[src/rtl/gpu_pkg.sv]
// Shared pixel/arbiter types for the GPU pixel path, plus the frame geometry
// defaults normally supplied by gpu_definitions.vh.
`ifndef WIDTH
`define WIDTH 640
`endif
`ifndef HEIGHT
`define HEIGHT 480
`endif
`ifndef WIDTH_BITS
`define WIDTH_BITS 10
`endif
`ifndef HEIGHT_BITS
`define HEIGHT_BITS 9
`endif
`ifndef CHANNEL_BITS
`define CHANNEL_BITS 8
`endif

package gpu_pkg;

   typedef enum logic [1:0] {
      IDLE       = 2'd0,
      LOCKED     = 2'd1,
      FLUSH_WAIT = 2'd2
   } arb_state_t;

   typedef struct packed {
      logic [`WIDTH_BITS-1:0]   x;
      logic [`HEIGHT_BITS-1:0]  y;
      logic [`CHANNEL_BITS-1:0] r;
      logic [`CHANNEL_BITS-1:0] g;
      logic [`CHANNEL_BITS-1:0] b;
   } pixel_t;

   function automatic logic pix_in_frame(input pixel_t p);
      return (p.x < `WIDTH) && (p.y < `HEIGHT);
   endfunction

endpackage

[src/rtl/gpu_rr_pick.sv]
// Combinational round-robin picker: first valid requester after last_grant.
module gpu_rr_pick #(
   parameter int N_REQ = 4,
   parameter int IW    = 2
) (
   input  logic [N_REQ-1:0] valid,
   input  logic [IW-1:0]    last_grant,
   output logic [IW-1:0]    idx,
   output logic             any
);

   // Walk the distances from far to near so the nearest valid requester wins.
   always_comb begin
      idx = '0;
      any = 1'b0;
      for (int k = N_REQ; k >= 1; k--) begin
         if (valid[(int'(last_grant) + k) % N_REQ]) begin
            idx = IW'((int'(last_grant) + k) % N_REQ);
            any = 1'b1;
         end
      end
   end

endmodule

[src/rtl/gpu_pixel_arbiter.sv]
// Round-robin, primitive-locked arbiter onto the frame-buffer pixel port with flush sequencing.
// Optional build macro PIXEL_CLIP_EN drops accepted pixels that fall outside the frame.
module gpu_pixel_arbiter
   import gpu_pkg::*;
#(
   parameter int N_REQ      = 4,
   parameter int COUNT_BITS = 20
) (
   input  logic                             clk,
   input  logic                             rst,
   input  logic [N_REQ-1:0]                 req_valid_i,
   input  logic [N_REQ-1:0]                 req_last_i,
   input  logic [N_REQ*`WIDTH_BITS-1:0]     req_x_i,
   input  logic [N_REQ*`HEIGHT_BITS-1:0]    req_y_i,
   input  logic [N_REQ*3*`CHANNEL_BITS-1:0] req_rgb_i,
   output logic [N_REQ-1:0]                 req_ready_o,
   output logic                             pix_valid_o,
   output logic [`WIDTH_BITS-1:0]           pix_x_o,
   output logic [`HEIGHT_BITS-1:0]          pix_y_o,
   output logic [`CHANNEL_BITS-1:0]         pix_r_o,
   output logic [`CHANNEL_BITS-1:0]         pix_g_o,
   output logic [`CHANNEL_BITS-1:0]         pix_b_o,
   input  logic                             pix_ready_i,
   input  logic                             flush_frame_i,
   output logic                             flush_done_o,
   output logic                             busy_o,
   output logic                             clipped_o,
   output logic [COUNT_BITS-1:0]            pix_count_o
);

   localparam int IW = (N_REQ > 1) ? $clog2(N_REQ) : 1;
   localparam int XW = `WIDTH_BITS;
   localparam int YW = `HEIGHT_BITS;
   localparam int CW = `CHANNEL_BITS;

   arb_state_t            state;
   logic [IW-1:0]         grant;
   logic [IW-1:0]         last_grant;
   logic                  flush_pend;
   logic                  flush_done;
   logic [COUNT_BITS-1:0] count;
   logic [IW-1:0]         pick_idx;
   logic                  pick_any;

   pixel_t sel_p0;
   logic   sel_last_p0;
   logic   accept_p0;
   logic   clip_p0;
   logic   load_p0;
   pixel_t pix_p1;
   logic   vld_p1;

   gpu_rr_pick #(.N_REQ(N_REQ), .IW(IW)) u_pick (
      .valid      (req_valid_i),
      .last_grant (last_grant),
      .idx        (pick_idx),
      .any        (pick_any)
   );

   // Stage p0: select the granted requester and decide acceptance
   always_comb begin
      sel_p0.x    = req_x_i[int'(grant)*XW +: XW];
      sel_p0.y    = req_y_i[int'(grant)*YW +: YW];
      {sel_p0.r, sel_p0.g, sel_p0.b} = req_rgb_i[int'(grant)*3*CW +: 3*CW];
      sel_last_p0 = req_last_i[grant];
      accept_p0   = (state == LOCKED) && req_valid_i[grant] && (!vld_p1 || pix_ready_i);
      req_ready_o = '0;
      req_ready_o[grant] = accept_p0;
   end

`ifdef PIXEL_CLIP_EN
   assign clip_p0 = accept_p0 && !pix_in_frame(sel_p0);
`else
   assign clip_p0 = 1'b0;
`endif

   assign load_p0   = accept_p0 && !clip_p0;
   assign clipped_o = clip_p0;

   // Stage p1: output register, counter and FSM
   always_ff @(posedge clk) begin
      if (rst) begin
         state      <= IDLE;
         grant      <= '0;
         last_grant <= IW'(N_REQ - 1);
         flush_pend <= 1'b0;
         flush_done <= 1'b0;
         count      <= '0;
         vld_p1     <= 1'b0;
         pix_p1     <= '0;
      end else begin
         flush_done <= 1'b0;
         if (load_p0) begin
            vld_p1 <= 1'b1;
            pix_p1 <= sel_p0;
         end else if (pix_ready_i) begin
            vld_p1 <= 1'b0;
         end
         if (vld_p1 && pix_ready_i)
            count <= count + COUNT_BITS'(1);
         case (state)
            IDLE: begin
               if (flush_pend || flush_frame_i) begin
                  state <= FLUSH_WAIT;
               end else if (pick_any) begin
                  grant      <= pick_idx;
                  last_grant <= pick_idx;
                  state      <= LOCKED;
               end
            end
            LOCKED: begin
               if (flush_frame_i)
                  flush_pend <= 1'b1;
               if (accept_p0 && sel_last_p0)
                  state <= IDLE;
            end
            FLUSH_WAIT: begin
               // vld_p1 low means nothing is left in flight to the writer
               if (!vld_p1) begin
                  flush_done <= 1'b1;
                  count      <= '0;
                  flush_pend <= 1'b0;
                  state      <= IDLE;
               end
            end
            default: state <= IDLE;
         endcase
      end
   end

   assign pix_valid_o  = vld_p1;
   assign pix_x_o      = pix_p1.x;
   assign pix_y_o      = pix_p1.y;
   assign pix_r_o      = pix_p1.r;
   assign pix_g_o      = pix_p1.g;
   assign pix_b_o      = pix_p1.b;
   assign flush_done_o = flush_done;
   assign busy_o       = (state != IDLE) || vld_p1;
   assign pix_count_o  = count;

endmodule

[config.mk]
export PLATFORM = sky130hd
export DESIGN_NAME = gpu_pixel_arbiter
export DESIGN_NICKNAME = d
export VERILOG_FILES = /design/src/rtl/gpu_pkg.sv /design/src/rtl/gpu_rr_pick.sv /design/src/rtl/gpu_pixel_arbiter.sv
export SDC_FILE = /design/constraint.sdc
export NUM_CORES = 1
export LEC_CHECK = 0
export CAP_MARGIN = 20
export CELL_PAD_IN_SITES_DETAIL_PLACEMENT = 1
export CELL_PAD_IN_SITES_GLOBAL_PLACEMENT = 1
export CORE_ASPECT_RATIO = 1.5
export CORE_MARGIN = 10
export CORE_UTILIZATION = 23
export CTS_CLUSTER_SIZE = 12
export DETAILED_ROUTE_END_ITERATION = 12
export HOLD_SLACK_MARGIN = 0.06
export PLACE_DENSITY = 0.81
export SETUP_SLACK_MARGIN = 0.2
export SLEW_MARGIN = 20
export SYNTH_ARGS = -nofsm -noshare
export SYNTH_HDL_FRONTEND = slang
export SYNTH_SLANG_ARGS = --single-unit
[constraint.sdc]
create_clock -name clk -period 1.9 [get_ports clk]
set_clock_uncertainty 0.1 [all_clocks]
set_input_delay 0.285 -clock clk [delete_from_list [all_inputs] [get_ports clk]]
set_output_delay 0.285 -clock clk [all_outputs]
set_load 0.005 [all_outputs]
==> flow_summary.json <==
{
  "antenna_found_initial": 1,
  "finalHoldViolCount": 0,
  "rsz0062_at_grt": "yes",
  "min_period_ps": 2090,
  "ff_latch_area_sq_um": 1490,
  "dieHeight_um": 180,
  "io_pins": 255,
  "vias": 4535,
  "most-common-layout-cells": "clkdlybuf4s50_1 (240), nand2_1 (78), dfxtp_1 (54), mux4_2 (45), a21oi_1 (38)",
  "final_nets": 888,
  "track_usage_pct": 16.9,
  "finalSetupViolations": 13,
  "busiest_layer": "met2",
  "slew_viol_final": 0,
  "yosysWarnings": 0,
  "initial_core_util_pct": 23.4,
  "gr-total-overflow": 0,
  "status": "finished, violations left",
  "grt_pass1_wl_um": 30200,
  "cts_tree": "done",
  "gp_congestion": 0.842,
  "violations": "setup timing",
  "arrival_ps": 1700,
  "leakage_nw": 2.80,
  "cts_root_buf": "clkbuf_16",
  "setup_ws_ps": -189,
  "netlist_area_sq_um": 3950,
  "period_share_pct": 110,
  "grt_pass1_vias": 5300,
  "hpwlAfterDp_um": 15300,
  "drc": 0,
  "core_area_sq_um": 16800,
  "clk_path_buf_depth": 2,
  "yosysSeqAreaShare_pct": 36.5,
  "vias_per_cell": 4.93,
  "clk_latency_ps": 340,
  "grt_max_degree": 32,
  "synth-edff-count": 0,
  "synth_fp_nets": 599,
  "clk_pin_slew_worst_paths_ps": 60,
  "gr-usage-met2_pct": 33.3,
  "cts.sink_count": 72,
  "critPathMaxFanout": 5,
  "dp_cells": 878,
  "syn_area_per_cell_sq_um": 9.53,
  "hold_class": "in -> reg",
  "multi_input_area_sq_um": 2690,
  "met1_usage_pct": 15.5,
  "post_dp_cell_area_sq_um": 6910,
  "htreeDepth": 3,
  "final_cells": 919,
  "row_count": 58,
  "first_iter_violations": 180,
  "cp-start-kind": "input port",
  "fmaxAchievable_mhz": 479,
  "max_cap_violations": 0,
  "routed_wl_um": 20700,
  "layout-drive-gt1-share_pct": 29.9,
  "antenna_left": 0,
  "max-vdd-ir-drop_mv": 0.319,
  "routedWlPerCell_um": 22.5,
  "worstSetupPathType": "in -> out",
  "fillers": 1850,
  "final_common_cell": "clkdlybuf4s50_1",
  "die_w_um": 127,
  "ys.flop_type": "dfxtp_1",
  "end_kind": "output port",
  "postLayoutCellArea_sq_um": 8060,
  "setup_tns_ps": -1190,
  "grt_util_met3_pct": 6.12,
  "synth_seq_cells": 72,
  "drt-pass1-iter-count": 4,
  "synth_cells": 414,
  "synthArstFlopShare_pct": 0,
  "power_density_nw_per_um2": 618,
  "ys_types": 41,
  "port_buffers": 253,
  "area_growth_pct": 104,
  "dieArea_sq_um": 22900,
  "cts_made_buffers": 9,
  "required_ps": 1510
}
[per-layer routing]
layer / wire [um] / share of wire [%] / up-vias
li1: - / - / 2099
met1: 6770 / 33 / 2241
met2: 12000 / 58 / 166
met3: 1540 / 7.5 / 29
met4: 395 / 1.9 / 0
met5: 0 / 0 / -
[synth_stat cells (3+ instances only)]
cell type,instances,area (sq um)
o21ai_0,5,25.0
mux4_2,45,1010
nand3_1,7,35.0
nor2_1,17,63.8
nor4_1,5,31.3
nor3_1,4,20.0
xnor2_1,9,78.8
xor2_1,3,26.3
nand4_1,4,25.0
o31ai_1,4,30.0
inv_1,4,15.0
nand2_1,101,379
buf_2,8,40.0
clkbuf_1,18,67.6
a21oi_1,58,290
and3_1,4,25.0
or4_1,4,30.0
buf_1,5,18.8
nor2b_1,6,37.5
dfxtp_1,72,1440
or3_1,7,43.8
nand2b_1,3,18.8
[critical path: stages]
cell             delay, ps
clkdlybuf4s50_1        430
mux4_2                 500
and3_4                 220
and3_4                 150
buf_6                  110
[metrics by stage]
stage / total power [mW] / hold WS, ps / util, % / worst slack, ps
finish: 4.98 / 202 / 47.9 / -189
global route: 5.21 / 202 / 47.9 / -225
CTS: 4.91 / 183 / 45.5 / -198
detailed placement: 2.91 / 347 / 41.1 / -592
global placement: 2.86 / 343 / 41.1 / -583
floorplan: 2.22 / 335 / - / 83.9
[repair_timing]
item,4_1_cts,5_1_grt
setup endpoints to repair,67,78
gates resized for setup,83,66
hold buffers,0,0
buffers inserted,9,4
gates cloned,6,5
pin swaps,3,7
[layout make-up]
cell class              count  area share [%]
inverters                   4           0.186
clock inverters             6           0.791
well taps                 210            3.26
multi-input cells         306            33.3
flip-flops and latches     72            18.4
clock buffers              10            3.10
repair buffers            310            40.9
diodes                      1          0.0310
[kinds of logic after synthesis]
family / share of synthesized area (%)
other cells: 0.0951
simple gates: 20.2
flops: 36.5
fa+ha+maj: 0.317
mux: 25.7
buf+inv: 3.77
compound gates: 10.7
xor+xnor: 2.66
[power breakdown]
group          switching, mW  internal, mW
clock network          0.696          1.10
logic                  0.584         0.983
registers             0.0494          1.57
total                   1.33          3.65
[sequential cells by signal (all words and copies together) (netlist names), 2 cells and up]
name	count
pix_y_o	9
last_grant	2
pix_x_o	10
grant	2
pix_g_o	8
pix_r_o	8
pix_b_o	8
state	2
pix_count_o	20
[path summary, 6_finish.rpt]
| path | start | end | slack (ps) | cells after the start |
|---|---|---|---|---|
| max | req_valid_i[1] | req_ready_o[3] | -190 | 5 |
| min | rst | pix_count_o[15] | 200 | 3 |
| max reg2reg | grant[0] | state[0] | -90 | 6 |
| min reg2reg | pix_g_o[2] | pix_g_o[2] | 350 | 2 |
Note: power is estimated with default switching activity, not from simulation.
